===== config.mk =====
export PLATFORM = sky130hd
export DESIGN_NAME = snes_joypad_flat
export DESIGN_NICKNAME = d
export VERILOG_FILES = /design/src/rtl/snes_joypad_if.sv /design/src/rtl/snes_joypad.sv /design/src/flat_wrapper.sv
export SDC_FILE = /design/constraint.sdc
export NUM_CORES = 1
export LEC_CHECK = 0
export ABC_CLOCK_PERIOD_IN_PS = 5100
export BUFFER_PORTS_ARGS = -buffer_cell sky130_fd_sc_hd__buf_2
export CAP_MARGIN = 25
export CORE_MARGIN = 10
export CORE_UTILIZATION = 60
export CTS_CLUSTER_SIZE = 20
export DETAILED_ROUTE_END_ITERATION = 10
export GPL_ROUTABILITY_DRIVEN = 0
export MAX_ROUTING_LAYER = met4
export PLACE_DENSITY_LB_ADDON = 0.08
export SETUP_SLACK_MARGIN = 0.5
export SLEW_MARGIN = 15
export SYNTH_ARGS = -nofsm -noshare
export SYNTH_HDL_FRONTEND = slang
export SYNTH_SLANG_ARGS = --single-unit

===== constraint.sdc =====
create_clock -name clk -period 5.1 [get_ports clk]
set_clock_uncertainty 0.2 [all_clocks]
set_input_delay 0.51 -clock clk [delete_from_list [all_inputs] [get_ports clk]]
set_output_delay 0.51 -clock clk [all_outputs]
set_load 0.1 [all_outputs]

===== src/rtl/snes_joypad_if.sv =====
// SNES joypad port bundle: pad inputs, $4016 serial port, auto-read.
// master drives pad/CPU strobes; slave (joypad) returns data/status.
interface snes_joypad_if;
  logic        pad_connect;
  logic [15:0] pad_buttons;
  logic        latch_wr;
  logic        latch_val;
  logic        rd_strobe;
  logic        rd_data;
  logic        auto_en;
  logic        vblank_start;
  logic        auto_busy;
  logic [15:0] joy1;
  logic        latch_out;

  modport master (
    output pad_connect,
    output pad_buttons,
    output latch_wr,
    output latch_val,
    output rd_strobe,
    output auto_en,
    output vblank_start,
    input  rd_data,
    input  auto_busy,
    input  joy1,
    input  latch_out
  );

  modport slave (
    input  pad_connect,
    input  pad_buttons,
    input  latch_wr,
    input  latch_val,
    input  rd_strobe,
    input  auto_en,
    input  vblank_start,
    output rd_data,
    output auto_busy,
    output joy1,
    output latch_out
  );
endinterface


===== src/rtl/snes_joypad.sv =====
// DUALSHOCK-to-SNES joypad: $4016 latch/serial shift plus auto-read.
// Ports: clk, reset (sync, active-high), bus (snes_joypad_if.slave).
module snes_joypad #(
  parameter int AUTO_STEP = 16
) (
  input  logic          clk,
  input  logic          reset,
  snes_joypad_if.slave  bus
);

  localparam logic [7:0] DIV_LAST = 8'(AUTO_STEP - 1);

  typedef enum logic {
    ST_IDLE,
    ST_AUTO
  } state_t;

  state_t      state;
  logic [15:0] m;
  logic [15:0] p;
  logic [15:0] sr;
  logic [15:0] acc;
  logic [15:0] joy1_q;
  logic [7:0]  div;
  logic [3:0]  bit_cnt;
  logic        busy;
  logic        latch_q;

  // SNES order: B Y SEL START U D L R A X L R 0000
  always_comb begin
    p = ~bus.pad_buttons;
    m = 16'h0000;
    if (bus.pad_connect)
      m = {p[14], p[15], p[0], p[3],
           p[4], p[6], p[7], p[5],
           p[13], p[12],
           p[10] | p[8],
           p[11] | p[9],
           4'b0000};
  end

  assign bus.rd_data   = bus.pad_connect & sr[15];
  assign bus.auto_busy = busy;
  assign bus.joy1      = joy1_q;
  assign bus.latch_out = latch_q;

  always_ff @(posedge clk) begin
    if (reset) begin
      state   <= ST_IDLE;
      latch_q <= 1'b0;
      sr      <= 16'hFFFF;
      acc     <= 16'h0000;
      joy1_q  <= 16'h0000;
      div     <= 8'd0;
      bit_cnt <= 4'd0;
      busy    <= 1'b0;
    end else begin
      // Latch writes always land; their reload
      // effect is gated by the idle state below.
      if (bus.latch_wr)
        latch_q <= bus.latch_val;
      unique case (state)
        ST_IDLE: begin
          if (bus.vblank_start && bus.auto_en) begin
            state   <= ST_AUTO;
            busy    <= 1'b1;
            sr      <= m;
            acc     <= 16'h0000;
            div     <= 8'd0;
            bit_cnt <= 4'd0;
          end else if (latch_q) begin
            sr <= m;
          end else if (bus.rd_strobe) begin
            sr <= {sr[14:0], 1'b1};
          end
        end
        ST_AUTO: begin
          if (div == DIV_LAST) begin
            div     <= 8'd0;
            acc     <= {acc[14:0], sr[15]};
            sr      <= {sr[14:0], 1'b1};
            bit_cnt <= bit_cnt + 4'd1;
            if (bit_cnt == 4'd15) begin
              joy1_q <= {acc[14:0], sr[15]};
              busy   <= 1'b0;
              state  <= ST_IDLE;
            end
          end else begin
            div <= div + 8'd1;
          end
        end
      endcase
    end
  end

endmodule

===== src/flat_wrapper.sv =====
// flat-port wrapper written by rule: the top's interface ports become plain ports
module snes_joypad_flat 
#(
  parameter int AUTO_STEP = 16
)
  (clk, reset, bus_pad_connect, bus_pad_buttons, bus_latch_wr, bus_latch_val, bus_rd_strobe, bus_auto_en, bus_vblank_start, bus_rd_data, bus_auto_busy, bus_joy1, bus_latch_out);
  snes_joypad_if bus_i ();
  input  logic clk;
  input  logic reset;
  input wire logic [$bits(bus_i.pad_connect)-1:0] bus_pad_connect;
  input wire logic [$bits(bus_i.pad_buttons)-1:0] bus_pad_buttons;
  input wire logic [$bits(bus_i.latch_wr)-1:0] bus_latch_wr;
  input wire logic [$bits(bus_i.latch_val)-1:0] bus_latch_val;
  input wire logic [$bits(bus_i.rd_strobe)-1:0] bus_rd_strobe;
  input wire logic [$bits(bus_i.auto_en)-1:0] bus_auto_en;
  input wire logic [$bits(bus_i.vblank_start)-1:0] bus_vblank_start;
  output wire logic [$bits(bus_i.rd_data)-1:0] bus_rd_data;
  output wire logic [$bits(bus_i.auto_busy)-1:0] bus_auto_busy;
  output wire logic [$bits(bus_i.joy1)-1:0] bus_joy1;
  output wire logic [$bits(bus_i.latch_out)-1:0] bus_latch_out;
  assign bus_i.pad_connect = bus_pad_connect;
  assign bus_i.pad_buttons = bus_pad_buttons;
  assign bus_i.latch_wr = bus_latch_wr;
  assign bus_i.latch_val = bus_latch_val;
  assign bus_i.rd_strobe = bus_rd_strobe;
  assign bus_i.auto_en = bus_auto_en;
  assign bus_i.vblank_start = bus_vblank_start;
  assign bus_rd_data = bus_i.rd_data;
  assign bus_auto_busy = bus_i.auto_busy;
  assign bus_joy1 = bus_i.joy1;
  assign bus_latch_out = bus_i.latch_out;
  snes_joypad #(.AUTO_STEP(AUTO_STEP)) u_core (.clk(clk), .reset(reset), .bus(bus_i));
endmodule

======== After elaboration in Yosys (flattened, before gate mapping) ========
Index checks and enable logic that the tools add are counted.
storage, ports and cells
  bits in registers ....................... 62
  input port bits ......................... 24
  logic and storage cells ................. 49
cells by class
  add/subtract/negate cells ............... 2
  eq/ne operators ......................... 6
  muxes and demuxes ....................... 23
  bitwise gates (word level) .............. 5
  reduce and logical (&&, ||, !) cells .... 5
operators by type and width
  kind                   number
  $mux W16               5
  $pmux W16 S2           1
  $mux W15               2
  $pmux W15 S2           1
  $mux W8                2
  $not A16 Y16           1
  $pmux W8 S2            1
  $add A8 B1 Y8 const B  1
  $eq A8 B4 Y1 const B   1
  $mux W4                2
  $pmux W4 S2            1
  $mux W1                6
  $reduce_and A3 Y1      2
  $add A4 B1 Y4 const B  1
  $eq A4 B4 Y1 const B   1
  $ne A2 B2 Y1 const B   2
  $ne A4 B2 Y1 const B   1
  $pmux W1 S2            2
  $reduce_and A2 Y1      2
  $ne A2 B1 Y1 const B   1
  $or A1 B1 Y1           2
  $and A1 B1 Y1          1
  $logic_and A1 B1 Y1    1
  $not A1 Y1             1

======== Longest topological paths before layout ========
Gate-level depths: netlist of run 1.
  depth after elaboration ................. 6
  mapped depth ............................ 8
  depth with buffers taken out ............ 5

======== Least setup slack after synthesis of run 1 ========
No wires, ideal clock.
  kind .................................... register -> register
  from .................................... reg u_core.latch_q (netlist: u_core.bus.latch_out)
  to ...................................... reg u_core.sr[1]
  data arrival time ....................... 1.963 ns
  slack ................................... 2.815 ns
  cell stages (with the launch flop) ...... 5
  path buffers ............................ 1
  period minus slack after synthesis ...... 2.285 ns
  cells stage by stage .................... dfxtp_1 > a21oi_1 > or2_2 > clkbuf_1 > a311o_1
between the ends
  word-level cells in the longest chain between the ends .. 3
  elaborated cells between the ends (all ways) .. 5
  classes of those cells .................. 1 x eq/ne; 3 x mux; 1 x reduce/logical
ends and longest elaborated chain
  item                    line               text
  start, declared         snes_joypad.sv:27  logic latch_q;
  start signal, assigned  snes_joypad.sv:61  latch_q <= bus.latch_val;
  $mux W16                snes_joypad.sv:71  end else if (latch_q) begin
  $mux W16                snes_joypad.sv:64  if (bus.vblank_start && bus.auto_en) begin
  $pmux W16 S2            snes_joypad.sv:62  unique case (state)
  end signal, assigned    snes_joypad.sv:67  sr <= m;
  end signal, assigned    snes_joypad.sv:72  sr <= m;
  end signal, assigned    snes_joypad.sv:74  sr <= {sr[14:0], 1'b1};
  end, declared           snes_joypad.sv:21  logic [15:0] sr;
Several ways; a longest one is shown, not always the timed one.
A chain may end at the register's enable or synchronous reset.

======== Worst setup path in the final report of run 1 ========
  from .................................... reg u_core.state
  to ...................................... reg u_core.sr[3]
between the ends
  word-level cells in the longest chain between the ends .. 3
  elaborated cells between the ends (all ways) .. 5
  classes of those cells .................. 2 x eq/ne; 1 x mux; 1 x bitwise; 1 x reduce/logical
ends and longest elaborated chain
  item                         line               text
  start, declared              snes_joypad.sv:18  state_t state;
  start signal, assigned       snes_joypad.sv:49  state <= ST_IDLE;
  start signal, assigned       snes_joypad.sv:65  state <= ST_AUTO;
  start signal, assigned       snes_joypad.sv:86  state <= ST_IDLE;
  $not A1 Y1                   snes_joypad.sv:62
  $ne A4 B2 Y1 (no line)       n/a
  $reduce_and A2 Y1 (no line)  n/a
Several ways; a longest one is shown, not always the timed one.

==> run_results.csv, run 1 <==
group,metric,value,unit
status,outcome,"finished, final reports clean",
worst_setup_path,crit_fanout,30,
global_route,groute.usage.overall,16.23,%
clock_network,clock-root-buffer,"clkbuf_8",
logic_synthesis,yosysWarningCount,0,
sta,report.final.slew_viol_count,0,
sta,finalWorstPathRequiredPeriod,2.909,ns
logic_synthesis,post_synth.cell_area_avg,8.835,sq um
sta,layout_setup_ws,2.191,ns
cells_and_area,stdcell_area,3084,sq um
clock_network,cts_tree,"yes",
place,dpl.hpwl,3647,microns
power,netSwitchingFraction,25.59,%
worst_setup_path,timing.critical_path.slowest_stage_cell,"nand3b_1",
global_route,antenna_found_initial,0,
place,place_area,2874,sq um
power,power_frac_comb,10.3,%
sta,min_period_over_period,57.05,%
logic_synthesis,count_of_flip_flops_with_a_built_in_enable_after_synthesis,0,
clock_network,cts.sink_count,62,
power,cellPowerDensity,334.7,nW/um^2
cells_and_area,layout.cells.most_common,"dfxtp_1",
logic_synthesis,seq_area_frac_synth,45.46,%
routing,vias,2267,
worst_setup_path,slowest_stage_delay_on_critical_path,0.61,ns
power,internal_power,768.2,uW
worst_setup_path,critPathKind,"reg2reg",
worst_setup_path,crit_required,5.12,ns
power,power.sequential.fraction,49.4,%
worst_setup_path,cp_num_buf_inv,1,
logic_synthesis,yosysUniqueCellTypes,39,
worst_setup_path,critPathLaunchType,"flip-flop",
cells_and_area,finish.cell_count_without_fillers,395,
routing,detail_route.iter0.violations,139,
cells_and_area,final.fill_count,375,
sta,grt_setup_unrepaired,"no",
power,irDropWorstVdd,0.0002538,V
global_route,grt_first_pass_wirelength,9908,microns
routing,drt_drc_violations_left,0,
sta,hold_ws,0.2119,ns
clock_network,clk_pin_slew,0.07,ns
sta,fin_setup_tns,0,ns
die,chipWidth,87.46,microns
worst_setup_path,critical_path.cell_chain,"buf_4 -> nand3b_1 -> o21a_1 -> nand2_1 -> a311o_1",
cells_and_area,insertedDiodeCount,0,
worst_setup_path,crit_path_end_kind,"flip-flop",
sta,worst_slew_pin_slew,0.7826,ns
power,p_leak,1.366,nW
die,die_height,87.46,microns
flow_run,timing.max_cap.violations,0,
logic_synthesis,netlist_area,2730,sq um
die,initial_core_util,62.27,%
worst_setup_path,timing.critical_path.from,"u_core.state$_SDFF_PP0_",
clock_network,post_cts.repair.setup_buffers,0,
sta,slew_headroom,47.83,%
worst_setup_path,reg2reg_from,"u_core.state$_SDFF_PP0_",
die,io_pins,43,
worst_setup_path,cpLargestDelayFamily,"simple AND/OR/NAND/NOR gates",
clock_network,clock_path_buffers,2,
clock_network,cts_hold_buffers,0,
logic_synthesis,post_synth_top_flop,"dfxtp_1",
clock_network,worst_skew_pair.late_latency,0.33,ns
logic_synthesis,synth_fp_nets,335,
logic_synthesis,yosys_register_bits,62,
logic_synthesis,async_flop_share,0,%
cells_and_area,finish.net_count,364,
worst_setup_path,timing.critical_path.arrival,2.93,ns
routing,drt_first_pass_iters,5,
global_route,grt_overflow,0,
worst_hold_path,path_category_of_the_worst_min_delay_check,"in2reg",
global_route,first_global_vias,2175,
die,fp.coreArea,4384,sq um
logic_synthesis,post_synth_inst_count,309,
worst_hold_path,worst_hold_startpoint,"bus_latch_val",
cells_and_area,area_growth,12.97,%
cells_and_area,most-common-layout-cells,"dfxtp_1, buf_2, nand2_1",
global_route,maximum_number_of_pins_on_one_net_before_global_route_repair,62,
sta,finalHoldViolations,0,
place,port_buffers,40,
sta,max_freq,343.7,MHz
clock_network,ctsResizeCount,0,
routing,post_drt_via_cell_ratio,5.739,
power,pwr-share-clk,40.2,%
sta,setup_viol,0,
cells_and_area,drive_gt1_share,18.66,%
cells_and_area,final_core_util,70.35,%
routing,drt-wirelength-per-cell,14.67,microns
die,rows,24,
routing,drtAntennaViolNets,0,
routing,total_routed_wirelength,5796,microns
place,place_worst_setup_slack,2.209,ns
clock_network,numCtsBuffers,9,
cells_and_area,multi_input_comb_area,1345,sq um
power,power,1.032,mW
cells_and_area,footprint_of_the_flip_flops_and_latches,1241,sq um
die,overall_die_area,7648,sq um
clock_network,cts_max_level,3,
power,power.net_switching,264.2,uW
place,dp_cells,378,
[logic make-up (layout without fill, tap and decap cells)]
| group | count (synthesis) | after routing | share of synthesized area [%] |
|---|---|---|---|
| AND/OR/NAND/NOR | 122 | 122 | 23.56 |
| adder cells (fa/ha/maj) | 2 | 2 | 0.9164 |
| flip-flops | 62 | 62 | 45.46 |
| multiplexers | 19 | 19 | 7.058 |
| AO/OA/AOI/OAI | 74 | 74 | 16.77 |
| XOR/XNOR | 3 | 3 | 0.9626 |
| buffers and inverters | 27 | 61 | 5.270 |
[final cells by class]
type	instances	area share, %
flip-flops and latches	62	40.24
inverters	2	0.2434
well taps	52	2.110
clock buffers	10	4.138
clock inverters	6	2.028
multi-input cells	220	43.61
repair buffers	43	7.627
[cell usage after synthesis, types with 3 or more instances]
master	instances	share of area, %
nand2_1	26	3.6
o21ai_0	23	4.2
mux2i_1	17	6.2
nor2_1	23	3.2
buf_2	4	0.73
nand3_1	21	3.8
nand3b_1	3	0.82
dfxtp_1	62	45
a311o_1	3	1.1
a21oi_1	25	4.6
nand2b_1	14	3.2
buf_6	4	1.6
and3_1	20	4.6
a211o_1	12	3.8
nor3_1	5	0.92
clkbuf_1	14	1.9
[final timing paths]
path / end / slack, ns / cells past startpoint
setup / recovery: u_core.sr[3]$_SDFFE_PP1P_ / 2.19 / 5
hold / removal: u_core.bus.latch_out$_SDFFE_PP0P_ / 0.21 / 3
hold reg to reg: u_core.acc[14]$_SDFFE_PP0P_ / 0.26 / 2
setup reg to reg: u_core.sr[3]$_SDFFE_PP1P_ / 2.19 / 5
[metal layers]
| metal | up-vias | track usage, % | wire, microns |
|---|---|---|---|
| met5 | - | - | 0 |
| met3 | 14 | 3.464 | 211 |
| met2 | 53 | 24.60 | 2619 |
| li1 | 1149 | - | - |
| met1 | 1051 | 19.81 | 2827 |
| met4 | 0 | 8.261 | 137 |
[flip-flops by register name, indices dropped and copies added, names as in the netlist]
name / count
u_core.acc: 15
u_core.bit_cnt: 4
u_core.bus.auto_busy: 1
u_core.bus.joy1: 16
u_core.bus.latch_out: 1
u_core.div: 8
u_core.sr: 16
u_core.state: 1
[worst min-delay path: cells and delay by family]
family / cells / cell delay [ns]
muxes: 1 / 0.06
buffers and inverters: 1 / 0.07
and+or+nand+nor: 1 / 0.07
[power by group through the flow]
| stage | clock (mW) | combinational (mW) | sequential (mW) |
|---|---|---|---|
| detailed placement | 0 | 0.104 | 0.521 |
| finish | 0.415 | 0.107 | 0.510 |
| global route | 0.447 | 0.118 | 0.512 |
| global placement | 0 | 0.103 | 0.521 |
| floorplan | 0 | 0.0757 | 0.526 |
| CTS | 0.424 | 0.105 | 0.510 |
No activity file was read; power rests on OpenSTA's default activity.
==> run 2, diff against run 1 <==
--- a/config.mk
+++ b/config.mk
@@ -5,11 +5,11 @@
 export SDC_FILE = /design/constraint.sdc
 export NUM_CORES = 1
 export LEC_CHECK = 0
-export ABC_CLOCK_PERIOD_IN_PS = 5100
+export ABC_CLOCK_PERIOD_IN_PS = 2800
 export BUFFER_PORTS_ARGS = -buffer_cell sky130_fd_sc_hd__buf_2
 export CAP_MARGIN = 25
 export CORE_MARGIN = 10
-export CORE_UTILIZATION = 60
+export CORE_UTILIZATION = 56
 export CTS_CLUSTER_SIZE = 20
 export DETAILED_ROUTE_END_ITERATION = 10
 export GPL_ROUTABILITY_DRIVEN = 0
==> constraint.sdc (replaced) <==
create_clock -name clk -period 2.8 [get_ports clk]
set_clock_uncertainty 0.2 [all_clocks]
set_input_delay 0.28 -clock clk [delete_from_list [all_inputs] [get_ports clk]]
set_output_delay 0.28 -clock clk [all_outputs]
set_load 0.1 [all_outputs]
==> run_results.csv, run 2 (synthesized netlist as in run 1, its figures left out) <==
group,metric,value,unit
status,outcome,"finished, final reports clean",
routing,drt_drc_violations_left,0,
worst_setup_path,crit_fanout,17,
global_route,maximum_number_of_pins_on_one_net_before_global_route_repair,47,
power,irDropWorstVdd,0.0005059,V
worst_setup_path,critPathLaunchType,"flip-flop",
worst_setup_path,crit_path_end_kind,"flip-flop",
die,io_pins,43,
cells_and_area,footprint_of_the_flip_flops_and_latches,1241,sq um
sta,report.final.slew_viol_count,0,
die,die_height,89.82,microns
power,power,1.977,mW
place,port_buffers,40,
sta,min_period_over_period,77.04,%
power,cellPowerDensity,627.6,nW/um^2
sta,max_freq,463.6,MHz
die,initial_core_util,57.80,%
sta,grt_setup_unrepaired,"no",
cells_and_area,finish.net_count,368,
routing,detail_route.iter0.violations,154,
cells_and_area,most-common-layout-cells,"dfxtp_1, buf_2, nand2_1, a21oi_1",
clock_network,clock_path_buffers,2,
die,rows,25,
clock_network,cts_max_level,3,
clock_network,worst_skew_pair.late_latency,0.34,ns
routing,drt_first_pass_iters,4,
worst_setup_path,crit_required,2.82,ns
worst_hold_path,path_category_of_the_worst_min_delay_check,"in2reg",
sta,setup_viol,0,
sta,slew_headroom,58.58,%
routing,drt-wirelength-per-cell,14.16,microns
die,fp.coreArea,4723,sq um
global_route,first_global_vias,2197,
clock_network,post_cts.repair.setup_buffers,0,
global_route,grt_overflow,0,
cells_and_area,finish.cell_count_without_fillers,414,
die,chipWidth,89.82,microns
routing,post_drt_via_cell_ratio,5.514,
cells_and_area,area_growth,15.40,%
clock_network,clk_pin_slew,0.07,ns
place,dp_cells,397,
worst_setup_path,ff2ff_setup_slack,0.64,ns
routing,drtAntennaViolNets,0,
routing,vias,2283,
routing,total_routed_wirelength,5864,microns
sta,layout_setup_ws,0.6429,ns
sta,worst_slew_pin_slew,0.6166,ns
clock_network,cts_tree,"yes",
die,overall_die_area,8068,sq um
cells_and_area,insertedDiodeCount,0,
worst_setup_path,timing.critical_path.arrival,2.18,ns
clock_network,numCtsBuffers,9,
cells_and_area,drive_gt1_share,20.17,%
place,place_area,2923,sq um
sta,fin_setup_tns,0,ns
global_route,groute.usage.overall,14.74,%
clock_network,clock-root-buffer,"clkbuf_8",
global_route,antenna_found_initial,0,
cells_and_area,final.fill_count,425,
cells_and_area,multi_input_comb_area,1359,sq um
cells_and_area,layout.cells.most_common,"dfxtp_1",
place,place_worst_setup_slack,0.4555,ns
power,p_leak,1.393,nW
clock_network,cts.sink_count,62,
sta,finalHoldViolations,0,
global_route,grt_first_pass_wirelength,9942,microns
worst_setup_path,critPathKind,"reg2reg",
flow_run,timing.max_cap.violations,0,
place,dpl.hpwl,3765,microns
cells_and_area,stdcell_area,3151,sq um
sta,finalWorstPathRequiredPeriod,2.157,ns
run 2: what timing repair did:
action	4_1_cts	5_1_grt
endpoints found under the setup margin	15	17
hold endpoints to repair	0	0
gates resized for setup	1	1
gates cloned	0	1
hold buffers	0	0
run 2: worst paths after layout:
path | from | to | cells past startpoint
max | u_core.div[4]$_SDFFE_PP0P_ | u_core.sr[3]$_SDFFE_PP1P_ | 4
min reg2reg | u_core.acc[14]$_SDFFE_PP0P_ | u_core.acc[14]$_SDFFE_PP0P_ | 2
max reg2reg | u_core.div[4]$_SDFFE_PP0P_ | u_core.sr[3]$_SDFFE_PP1P_ | 4
min | bus_latch_val | u_core.bus.latch_out$_SDFFE_PP0P_ | 3
run 2: power breakdown:
group | switching, mW | leakage, nW | total (mW) | internal, mW
Sequential | 0.0198 | 0.505 | 0.933 | 0.913
Combinational | 0.111 | 0.783 | 0.193 | 0.0812
Clock | 0.352 | 0.106 | 0.851 | 0.500
Total | 0.483 | 1.39 | 1.98 | 1.49
run 2: per-layer routing:
layer,share of wire (%),vias to the layer above,track usage (%)
met4,1.8,0,6.873
li1,-,1167,-
met5,0,-,-
met1,48,1063,17.36
met2,47,41,23.24
met3,3.4,12,3.491
run 2: worst max-delay path, stage by stage, from the launching register on:
cell and delay (ns):
dfxtp_1 0.37, nor4_4 0.60, nand3_4 0.30, and3_1 0.27, a311o_1 0.30
run 2: through the flow:
| step | hold slack (ns) | utilization (%) |
|---|---|---|
| after detailed placement | 0.2623 | 61.88 |
| after global placement | 0.2596 | 61.88 |
| after global routing | 0.04029 | 66.70 |
| after floorplan | 0.2272 | - |
| after CTS | 0.01811 | 66.46 |
| final | 0.02233 | 66.70 |
run 2: layout make-up:
class,count,area share (%)
Inverter,2,0.2383
Multi-Input combinational cell,221,43.13
Timing Repair Buffer,46,7.784
Sequential cell,62,39.40
Clock inverter,6,2.740
Tap cell,67,2.661
Clock buffer,10,4.051
==> run 3, diff against run 2 <==
--- a/config.mk
+++ b/config.mk
@@ -5,7 +5,8 @@
 export SDC_FILE = /design/constraint.sdc
 export NUM_CORES = 1
 export LEC_CHECK = 0
-export ABC_CLOCK_PERIOD_IN_PS = 2800
+export ABC_AREA = 1
+export ABC_CLOCK_PERIOD_IN_PS = 2000
 export BUFFER_PORTS_ARGS = -buffer_cell sky130_fd_sc_hd__buf_2
 export CAP_MARGIN = 25
 export CORE_MARGIN = 10
==> constraint.sdc (replaced) <==
create_clock -name clk -period 2 [get_ports clk]
set_clock_uncertainty 0.2 [all_clocks]
set_input_delay 0.2 -clock clk [delete_from_list [all_inputs] [get_ports clk]]
set_output_delay 0.2 -clock clk [all_outputs]
set_load 0.1 [all_outputs]
==> run_results.csv, run 3 <==
group,metric,value,unit
status,outcome,"finished, final reports clean",
cells_and_area,layout.cells.most_common,"nand2_1",
logic_synthesis,seq_area_frac_synth,43.76,%
logic_synthesis,post_synth_top_flop,"dfxtp_1",
die,chipWidth,91.17,microns
routing,drt-wirelength-per-cell,14.49,microns
worst_setup_path,crit_required,2.07,ns
worst_setup_path,crit_path_end_kind,"flip-flop",
sta,report.final.slew_viol_count,0,
clock_network,clk_pin_slew,0.07,ns
die,overall_die_area,8312,sq um
routing,post_drt_via_cell_ratio,5.478,
clock_network,clock_path_buffers,2,
global_route,groute.usage.overall,17.27,%
global_route,maximum_number_of_pins_on_one_net_before_global_route_repair,39,
power,power.sequential.fraction,44.9,%
power,cellPowerDensity,765.3,nW/um^2
clock_network,cts_max_level,3,
logic_synthesis,post_synth_inst_count,401,
die,io_pins,43,
sta,worst_slew_pin_slew,0.4381,ns
logic_synthesis,yosysUniqueCellTypes,23,
routing,drtAntennaViolNets,0,
logic_synthesis,yosys_register_bits,62,
clock_network,worst_skew_pair.late_latency,0.34,ns
power,irDropWorstVdd,0.0006158,V
sta,max_freq,622.3,MHz
worst_setup_path,r2r-end,"u_core.bit_cnt[0]$_SDFFE_PP0P_",
power,p_leak,1.689,nW
cells_and_area,final_core_util,79.04,%
global_route,first_global_vias,2644,
sta,finalHoldViolations,0,
routing,vias,2898,
logic_synthesis,count_of_flip_flops_with_a_built_in_enable_after_synthesis,0,
clock_network,clock-root-buffer,"clkbuf_8",
worst_setup_path,crit_fanout,5,
die,fp.coreArea,4817,sq um
cells_and_area,drive_gt1_share,29.22,%
worst_hold_path,holdPathEnd,"u_core.sr[7]$_SDFFE_PP1P_",
cells_and_area,most-common-layout-cells,"nand2_1, nand3_1, dfxtp_1",
power,power_frac_comb,12.5,%
place,dpl.hpwl,4234,microns
die,initial_core_util,58.88,%
power,power.net_switching,760.6,uW
logic_synthesis,netlist_area,2836,sq um
logic_synthesis,async_flop_share,0,%
sta,setup_viol,0,
clock_network,cts_tree,"yes",
worst_setup_path,ff2ff_setup_slack,0.39,ns
logic_synthesis,synth.largest_area_cell,"dfxtp_1",
global_route,antenna_found_initial,0,
place,dp_cells,493,
cells_and_area,finish.net_count,483,
cells_and_area,area_growth,34.23,%
sta,min_period_over_period,80.35,%
cells_and_area,finish.cell_count_without_fillers,529,
global_route,grt_first_pass_wirelength,11830,microns
clock_network,numCtsBuffers,9,
logic_synthesis,netlist_top_cells_area,"dfxtp_1, nand3_1, nand2_1",
sta,slew_headroom,70.80,%
sta,finalWorstPathRequiredPeriod,1.607,ns
power,netSwitchingFraction,26.11,%
die,die_height,91.17,microns
sta,fin_setup_tns,0,ns
logic_synthesis,synth.top_cell.area_share,43.76,%
worst_setup_path,critPathLaunchType,"flip-flop",
logic_synthesis,yosysWarningCount,0,
worst_hold_path,worst_hold_path_cells,6,
routing,total_routed_wirelength,7667,microns
cells_and_area,insertedDiodeCount,0,
worst_setup_path,reg2reg_from,"u_core.div[0]$_SDFFE_PP0P_",
power,internal_power,2.153,mW
sta,grt_setup_unrepaired,"yes",
routing,detail_route.iter0.violations,261,
power,pwr-share-clk,42.6,%
worst_hold_path,worst_hold_startpoint,"bus_pad_buttons[13]",
worst_setup_path,timing.critical_path.arrival,1.68,ns
worst_setup_path,r2r.worst_path.cells,8,
worst_hold_path,path_category_of_the_worst_min_delay_check,"in2reg",
logic_synthesis,post-synth-top-count-cell,"nand2_1",
logic_synthesis,synth_fp_nets,427,
logic_synthesis,post_synth.cell_area_avg,7.073,sq um
worst_setup_path,timing.critical_path.from,"u_core.div[0]$_SDFFE_PP0P_",
die,rows,25,
logic_synthesis,synth_commonest_cells,"nand2_1, nand3_1, dfxtp_1",
worst_setup_path,critPathKind,"reg2reg",
place,port_buffers,40,
clock_network,cts.sink_count,62,
flow_run,timing.max_cap.violations,0,
routing,drt_drc_violations_left,0,
routing,drt_first_pass_iters,6,
global_route,grt_overflow,0,
run 3: how the worst max path moves through the flow:
stage	endpoint	slack, ns	cells after the start
6_report	u_core.bit_cnt[0]$_SDFFE_PP0P_	0.39	8
3_5_place_dp	u_core.sr[11]$_SDFFE_PP1P_	0.32	7
2_1_floorplan	u_core.sr[10]$_SDFFE_PP1P_	0.48	8
5_1_grt	u_core.bit_cnt[0]$_SDFFE_PP0P_	0.31	8
3_3_place_gp	u_core.sr[11]$_SDFFE_PP1P_	0.34	7
4_1_cts	bus_rd_data	0.44	3
run 3: worst max-delay path, cell delays in order (launching register included):
cell	delay (ns)
dfxtp_4	0.36
ha_4	0.16
nand2_4	0.06
nor2_4	0.10
nand4_1	0.19
buf_6	0.20
nand2_1	0.07
nand2_1	0.06
a21oi_1	0.11
run 3: power by group through the flow:
stage	sequential, mW	combinational, mW	clock (mW)
2_1_floorplan	1.35	0.227	0
3_3_place_gp	1.33	0.310	0
3_5_place_dp	1.34	0.315	0
4_1_cts	1.31	0.345	1.24
5_1_grt	1.31	0.405	1.32
6_report	1.31	0.364	1.24
run 3: kinds of logic after synthesis:
| group | share of synthesized area (%) |
|---|---|
| buffers and inverters | 8.999 |
| AO/OA/AOI/OAI | 12.31 |
| flip-flops | 43.76 |
| XOR/XNOR | 0.3088 |
| AND/OR/NAND/NOR | 33.75 |
| adder cells (fa/ha/maj) | 0.8821 |
run 3: routing by layer:
layer	global-route usage [%]	share of wire [%]	up-vias
met5	-	0	-
met4	6.397	1.7	0
met3	4.362	5.7	12
met2	28.82	50	92
met1	19.52	43	1342
li1	-	-	1452
run 3: layout make-up:
cell class | count | area, sq um
Timing Repair Buffer | 70 | 581.8
Sequential cell | 62 | 1264
Inverter | 34 | 131.4
Clock inverter | 5 | 81.33
Clock buffer | 11 | 141.4
Tap cell | 67 | 83.83
Multi-Input combinational cell | 280 | 1524
Fill cell | 362 | 1010
run 3: through the flow:
stage          worst slack (ns)  hold WS [ns]  power (mW)  instance area (sq um)
2_1_floorplan            0.4772        0.1373       1.575                   2913
3_3_place_gp             0.3361        0.2244       1.644                   3138
3_5_place_dp             0.3206        0.2347       1.652                   3138
4_1_cts                  0.4409       0.03325       2.895                   3623
5_1_grt                  0.3084       0.04936       3.034                   3807
6_report                 0.3930       0.03175       2.914                   3807
run 3: what timing repair did:
item                       in CTS  in global routing
cloned                          2                  3
resized for setup              47                 42
setup endpoints to repair      69                 65
buffers inserted               11                  2
hold endpoints to repair        1                  0
pin swaps                       5                 20
hold buffers                    2                  0
